[src/rtl/dp_pkg.sv]
// Shared definitions for the data-processing sequencers: condition codes, ALU opcodes,
// FSM state encoding and opcode classification helpers.
package dp_pkg;

  localparam logic [3:0] COND_EQ = 4'h0;
  localparam logic [3:0] COND_NE = 4'h1;
  localparam logic [3:0] COND_CS = 4'h2;
  localparam logic [3:0] COND_CC = 4'h3;
  localparam logic [3:0] COND_MI = 4'h4;
  localparam logic [3:0] COND_PL = 4'h5;
  localparam logic [3:0] COND_VS = 4'h6;
  localparam logic [3:0] COND_VC = 4'h7;
  localparam logic [3:0] COND_HI = 4'h8;
  localparam logic [3:0] COND_LS = 4'h9;
  localparam logic [3:0] COND_GE = 4'hA;
  localparam logic [3:0] COND_LT = 4'hB;
  localparam logic [3:0] COND_GT = 4'hC;
  localparam logic [3:0] COND_LE = 4'hD;
  localparam logic [3:0] COND_AL = 4'hE;
  localparam logic [3:0] COND_NV = 4'hF;

  localparam logic [3:0] OP_AND = 4'h0;
  localparam logic [3:0] OP_EOR = 4'h1;
  localparam logic [3:0] OP_SUB = 4'h2;
  localparam logic [3:0] OP_RSB = 4'h3;
  localparam logic [3:0] OP_ADD = 4'h4;
  localparam logic [3:0] OP_ADC = 4'h5;
  localparam logic [3:0] OP_SBC = 4'h6;
  localparam logic [3:0] OP_RSC = 4'h7;
  localparam logic [3:0] OP_TST = 4'h8;
  localparam logic [3:0] OP_TEQ = 4'h9;
  localparam logic [3:0] OP_CMP = 4'hA;
  localparam logic [3:0] OP_CMN = 4'hB;
  localparam logic [3:0] OP_ORR = 4'hC;
  localparam logic [3:0] OP_MOV = 4'hD;
  localparam logic [3:0] OP_BIC = 4'hE;
  localparam logic [3:0] OP_MVN = 4'hF;

  localparam int FLAG_N = 3;
  localparam int FLAG_Z = 2;
  localparam int FLAG_V = 1;
  localparam int FLAG_C = 0;

  typedef enum logic [2:0] {
    ST_IDLE  = 3'd0,
    ST_COND  = 3'd1,
    ST_READ  = 3'd2,
    ST_EXEC  = 3'd3,
    ST_WRITE = 3'd4
  } state_t;

  // TST/TEQ/CMP/CMN: always set flags, never write a register
  function automatic logic is_test_op(input logic [3:0] op);
    return (op[3:2] == 2'b10);
  endfunction

  // Logical ops take C from the shifter and leave V alone
  function automatic logic is_logical_op(input logic [3:0] op);
    logic r;
    case (op)
      OP_AND, OP_EOR, OP_TST, OP_TEQ,
      OP_ORR, OP_MOV, OP_BIC, OP_MVN: r = 1'b1;
      default:                        r = 1'b0;
    endcase
    return r;
  endfunction

endpackage

[src/rtl/cond_check.sv]
// ARM condition-field evaluator against NZVC flags; purely combinational so it can be
// shared by any sequencer that needs conditional execution.
module cond_check
  import dp_pkg::*;
(
  input  logic [3:0] cond,
  input  logic [3:0] flags,
  output logic       pass
);

  logic n, z, v, c;

  always_comb begin
    n    = flags[FLAG_N];
    z    = flags[FLAG_Z];
    v    = flags[FLAG_V];
    c    = flags[FLAG_C];
    pass = 1'b0;
    case (cond)
      COND_EQ: pass = z;
      COND_NE: pass = !z;
      COND_CS: pass = c;
      COND_CC: pass = !c;
      COND_MI: pass = n;
      COND_PL: pass = !n;
      COND_VS: pass = v;
      COND_VC: pass = !v;
      COND_HI: pass = c && !z;
      COND_LS: pass = !c || z;
      COND_GE: pass = (n == v);
      COND_LT: pass = (n != v);
      COND_GT: pass = !z && (n == v);
      COND_LE: pass = z || (n != v);
      COND_AL: pass = 1'b1;
      default: pass = 1'b0;
    endcase
  end

endmodule

[src/rtl/dp_exec_seq.sv]
// Multi-cycle sequencer for one ARM data-processing instruction: condition check,
// Rn read, ALU execute and register/flag write-back, with the CPSR NZVC held locally.
module dp_exec_seq
  import dp_pkg::*;
#(
  parameter int REG_AW = 4,
  parameter int XLEN   = 32
) (
  input  logic              clk,
  input  logic              rst,
  input  logic              instr_valid,
  output logic              instr_ready,
  input  logic [3:0]        cond,
  input  logic [3:0]        opcode,
  input  logic              s_bit,
  input  logic [REG_AW-1:0] rn,
  input  logic [REG_AW-1:0] rd,
  input  logic [XLEN-1:0]   op2,
  input  logic              shift_carry,
  output logic [REG_AW-1:0] rf_raddr,
  input  logic [XLEN-1:0]   rf_rdata,
  output logic              rf_we,
  output logic [REG_AW-1:0] rf_waddr,
  output logic [XLEN-1:0]   rf_wdata,
  output logic [3:0]        alu_opcode,
  output logic [XLEN-1:0]   alu_a,
  output logic [XLEN-1:0]   alu_b,
  output logic              alu_carry_in,
  input  logic [XLEN-1:0]   alu_res,
  input  logic [3:0]        alu_nzvc,
  output logic [3:0]        flags,
  output logic              done,
  output logic              skipped
);

  state_t            state_reg;
  logic [3:0]        cond_reg;
  logic [3:0]        opcode_reg;
  logic              s_reg;
  logic              sc_reg;
  logic [REG_AW-1:0] rn_reg;
  logic [REG_AW-1:0] rd_reg;
  logic [XLEN-1:0]   op2_reg;
  logic [XLEN-1:0]   a_reg;
  logic [XLEN-1:0]   res_reg;
  logic [3:0]        nzvc_reg;
  logic [3:0]        flags_reg;
  logic [3:0]        flags_next;

  logic              ready_reg;
  logic              we_reg;
  logic              done_reg;
  logic [REG_AW-1:0] raddr_reg;
  logic [REG_AW-1:0] waddr_reg;
  logic [3:0]        alu_op_reg;
  logic [XLEN-1:0]   alu_b_reg;
  logic              alu_cin_reg;

  logic cond_pass;
  logic skip_now;

  cond_check u_cond_check (
    .cond  (cond_reg),
    .flags (flags_reg),
    .pass  (cond_pass)
  );

  assign skip_now = (state_reg == ST_COND) && !cond_pass;

  // Logical ops keep V and take C from the shifter; arithmetic ops take all four
  always_comb begin
    flags_next = nzvc_reg;
    if (is_logical_op(opcode_reg)) begin
      flags_next[FLAG_N] = nzvc_reg[FLAG_N];
      flags_next[FLAG_Z] = nzvc_reg[FLAG_Z];
      flags_next[FLAG_V] = flags_reg[FLAG_V];
      flags_next[FLAG_C] = sc_reg;
    end
  end

  always_ff @(posedge clk or posedge rst) begin
    if (rst) begin
      state_reg   <= ST_IDLE;
      cond_reg    <= '0;
      opcode_reg  <= '0;
      s_reg       <= 1'b0;
      sc_reg      <= 1'b0;
      rn_reg      <= '0;
      rd_reg      <= '0;
      op2_reg     <= '0;
      a_reg       <= '0;
      res_reg     <= '0;
      nzvc_reg    <= '0;
      flags_reg   <= '0;
      ready_reg   <= 1'b1;
      we_reg      <= 1'b0;
      done_reg    <= 1'b0;
      raddr_reg   <= '0;
      waddr_reg   <= '0;
      alu_op_reg  <= '0;
      alu_b_reg   <= '0;
      alu_cin_reg <= 1'b0;
    end else begin
      case (state_reg)
        ST_IDLE: begin
          if (instr_valid && ready_reg) begin
            cond_reg   <= cond;
            opcode_reg <= opcode;
            s_reg      <= s_bit;
            sc_reg     <= shift_carry;
            rn_reg     <= rn;
            rd_reg     <= rd;
            op2_reg    <= op2;
            // Address goes out during COND so the synchronous read lands in READ
            raddr_reg  <= rn;
            ready_reg  <= 1'b0;
            state_reg  <= ST_COND;
          end
        end
        ST_COND: begin
          if (cond_pass) begin
            raddr_reg <= rn_reg;
            state_reg <= ST_READ;
          end else begin
            raddr_reg <= '0;
            ready_reg <= 1'b1;
            state_reg <= ST_IDLE;
          end
        end
        ST_READ: begin
          a_reg       <= rf_rdata;
          alu_op_reg  <= opcode_reg;
          alu_b_reg   <= op2_reg;
          alu_cin_reg <= flags_reg[FLAG_C];
          raddr_reg   <= '0;
          state_reg   <= ST_EXEC;
        end
        ST_EXEC: begin
          res_reg     <= alu_res;
          nzvc_reg    <= alu_nzvc;
          we_reg      <= !is_test_op(opcode_reg);
          waddr_reg   <= rd_reg;
          done_reg    <= 1'b1;
          a_reg       <= '0;
          alu_op_reg  <= '0;
          alu_b_reg   <= '0;
          alu_cin_reg <= 1'b0;
          state_reg   <= ST_WRITE;
        end
        ST_WRITE: begin
          if (s_reg || is_test_op(opcode_reg)) begin
            flags_reg <= flags_next;
          end
          we_reg    <= 1'b0;
          done_reg  <= 1'b0;
          waddr_reg <= '0;
          res_reg   <= '0;
          ready_reg <= 1'b1;
          state_reg <= ST_IDLE;
        end
        default: begin
          ready_reg <= 1'b1;
          state_reg <= ST_IDLE;
        end
      endcase
    end
  end

  assign instr_ready  = ready_reg;
  assign rf_raddr     = raddr_reg;
  assign rf_we        = we_reg;
  assign rf_waddr     = waddr_reg;
  assign rf_wdata     = res_reg;
  assign alu_opcode   = alu_op_reg;
  assign alu_a        = a_reg;
  assign alu_b        = alu_b_reg;
  assign alu_carry_in = alu_cin_reg;
  assign flags        = flags_reg;
  // A failed condition retires straight out of COND
  assign done         = done_reg || skip_now;
  assign skipped      = skip_now;

endmodule

[config.mk]
export PLATFORM = sky130hd
export DESIGN_NAME = dp_exec_seq
export DESIGN_NICKNAME = d
export VERILOG_FILES = /design/src/rtl/dp_pkg.sv /design/src/rtl/cond_check.sv /design/src/rtl/dp_exec_seq.sv
export SDC_FILE = /design/constraint.sdc
export NUM_CORES = 1
export LEC_CHECK = 0
export CAP_MARGIN = 30
export CORE_MARGIN = 3
export CORE_UTILIZATION = 45
export CTS_CLUSTER_SIZE = 20
export DETAILED_ROUTE_END_ITERATION = 10
export HOLD_SLACK_MARGIN = 0.15
export PLACE_DENSITY = 0.8
export SYNTH_ARGS = -nofsm -noshare
export SYNTH_HDL_FRONTEND = slang
export SYNTH_SLANG_ARGS = --single-unit
[constraint.sdc]
create_clock -name clk -period 8.3 [get_ports clk]
set_clock_uncertainty 0.1 [all_clocks]
set_input_delay 1.66 -clock clk [delete_from_list [all_inputs] [get_ports clk]]
set_output_delay 1.66 -clock clk [all_outputs]
set_load 0.02 [all_outputs]
==> results.md <==
- Status: finished, final reports clean
- Most frequent cell after synthesis: dfrtp_1
- Die Ht: 129 um
- Fin crit share: 0.562
- Min-Delay Endpoint: alu_a[18]
- Number of synthesized flops with an enable pin: 0
- First-pass GRT wire length: between 20000 and 30000 um
- HP Class: reg -> reg
- Placed insts: 972
- # rows: 44
- Core Region: 14600 sq um
- Req. time, crit path: 6.54 ns
- WP data arrival: 2.91 ns
- RR Startpoint: state_reg[1]
- Global Route Usage Sum: 0.208
- Gpl congestion: 0.777
- Vias per cell: around 5.2
- Reg2Reg Setup Slack: 5.57 ns
- Skew-Pair Late Insertion Delay: about 0.42 ns
- Mapped Avg Cell Area: 11.7 sq um
- Max Fclk: between 0.2 and 0.25 GHz
- Clk slew on worst S/H paths: 0.06 ns
- Final WL: 16900 um
- Setup Buffers After CTS: 0
- Fin cells: roughly 1k
- Net Switching: 0.336 mW
- Hold path depth: 2
- Startpoint Class: register
- Clk sinks: between 150 and 200
- Area growth, synth to finish: 45.0%
- Largest cells by area after synthesis: dfrtp_1 (63%), mux2_1 (9.3%), nand2_1 (8.3%)
- Post-synth top area cell: dfrtp_1
- Register area: 4330 sq um
- Min-Delay Startpoint: alu_a[18]
- Crit path max fanout: 12
- Root Buffer: clkbuf_16
- Final hold vios: 0
- Post-route setup TNS: 0 ns
- First-pass DRT Iterations: 4
- Worst-Margin Slew: 0.905 ns
- PD cells: 168 nW/um^2
- Yosys reg bits: about 170
- Kind of critical path: reg -> out
- Post-CTS sizing: 0
- Max-cap violation count: 0
- Fill cell count: 1071
- Overall Power: ~1.7 mW
- Syn Nets: between 700 and 800
- Vias in the first global route: 5224
- Final Setup Violations: 0
- Hold Buf Count CTS: 0
- DP Area: 9290 sq um
- Max rail drop VDD: 0.127 mV
- Post-synthesis sequential area ratio: 0.637
- Worst reg2reg endpoint: rf_raddr[1]
- TritonCTS buffer count: 17
- GR Overflow Total: 0
- DR WL/cell: 16.8 um
- Port Buffer Count: 237
- Top cells by count, synth: dfrtp_1 (172), nand2_1 (150), o21ai_1 (71)
- Internal power: roughly 1.3 mW
- Final instance area: between 9000 and 10000 sq um
- Period minus WS final: 4.67 ns
- # IOs: roughly 240
- Post-route ant nets: 0
- Nets: slightly above 900
- Die width: 129 um
- Detailed Route Iter0 Violations: 382
- Mapped Area: 6800 sq um
- Share of layout cells above drive strength 1: 0.0512
- Slew HR: 0.397
- Gate Count Post-Synth: 583
- Post-synth ARST share: 1.00
- Reg power frac: 0.508
- Max-slew violation count: 0
- Largest net degree at the start of global routing: 101
- Yosys top cell area share: 0.633
- RSZ-0062 raised after global routing: no
- Clock share of power: 0.443
- H-tree level count: 4
- Starting Density: 0.464
- Antenna violations before repair: 0
- # DRC: 0
- Crit. End Element: output pin
- Yosys warnings: 0
- Die ar.: approximately 17000 sq um
- Vias post-DR: 5205
- Netlist cell types: 44
- ANT cells: 0
- R2R depth: 6
- Sw Share: 0.203
- Gate power share: 0.049
- Lkg Pwr: between 4 and 5 nW
- Final core occ: 0.674
- Multi-input logic area: ~2300 sq um
- CTS tree: done
- Deepest clock path buffer count: 2
- DPL Wire Length: 11700 um
- Most used DFF post-synth: dfrtp_1
metrics by stage:
step	hold WS [ns]	worst slack [ns]
after global routing	0.396	3.49
after global placement	0.367	4.17
after detailed placement	0.371	4.08
final	0.382	3.63
after floorplan	0.350	1.85
after CTS	0.388	3.62
critical path, cell delays in order, from the launching register on:
cell and delay (ns):
dfrtp_1 0.54, mux2i_1 0.24, a211oi_1 0.09, o32a_1 0.38, a311oi_4 0.44, and2_1 0.20, clkdlybuf4s50_1 0.60
cell type report:
class	instances	share of cell area
Clock inverter	7	0.00685
Tap cell	184	0.0233
Multi-Input combinational cell	368	0.233
Timing Repair Buffer	244	0.248
Inverter	4	0.00203
Clock buffer	25	0.0482
Sequential cell	173	0.439
power by group through the flow:
stage | clock (mW) | combinational [mW] | sequential, mW
after floorplan | 0 | 0.0163 | 0.859
after global placement | 0 | 0.0793 | 0.859
after global routing | 0.786 | 0.0892 | 0.843
final | 0.736 | 0.0813 | 0.843
after CTS | 0.752 | 0.0816 | 0.843
after detailed placement | 0 | 0.0811 | 0.859
placed cells by master, fill, tap and decap left out, types with 2 or more instances in the layout:
cell / count
nand2b_1: 3
mux2i_1: 7
clkdlybuf4s50_1: 237
clkbuf_16: 17
clkinv_2: 3
clkbuf_1: 6
a22o_1: 36
nor2b_1: 2
inv_1: 2
nor2_1: 4
nand3b_1: 2
clkbuf_8: 2
nor3_1: 2
nand2_1: 150
o21ai_1: 71
mux2_1: 56
dfrtp_1: 172
buf_4: 6
a21oi_1: 6
o22ai_1: 4
clkinvlp_4: 3
kinds of logic (layout without fill, tap and decap cells):
kind of cell | Yosys count | in the layout | share of synthesized area
DFF | 173 | 173 | 0.637
muxes | 63 | 63 | 0.103
xor gates and xnor gates | 2 | 2 | 0.00258
buffers and inverters | 42 | 280 | 0.0269
and+or+nand+nor | 172 | 172 | 0.104
AOI/OAI and AO/OA | 131 | 131 | 0.127
per-layer routing:
metal | track usage | up-vias | share of wire
li1 | - | 2451 | -
met3 | 0.0540 | 36 | 0.065
met4 | 0.0784 | 0 | 0.026
met1 | 0.270 | 2522 | 0.42
met2 | 0.338 | 196 | 0.49
met5 | 0 | - | 0
worst max-delay path by stage:
| stage | start | end | slack, ns | cells past startpoint |
|---|---|---|---|---|
| 4_1_cts | cond_reg[2] | skipped | 3.62 | 6 |
| 5_1_grt | cond_reg[2] | skipped | 3.49 | 6 |
| 6_report | cond_reg[2] | skipped | 3.63 | 6 |
| 2_1_floorplan | rst | alu_a[0] | 1.85 | 1 |
| 3_3_place_gp | cond_reg[2] | skipped | 4.17 | 6 |
| 3_5_place_dp | cond_reg[2] | skipped | 4.08 | 6 |
Power figures use the tool's default switching activity.
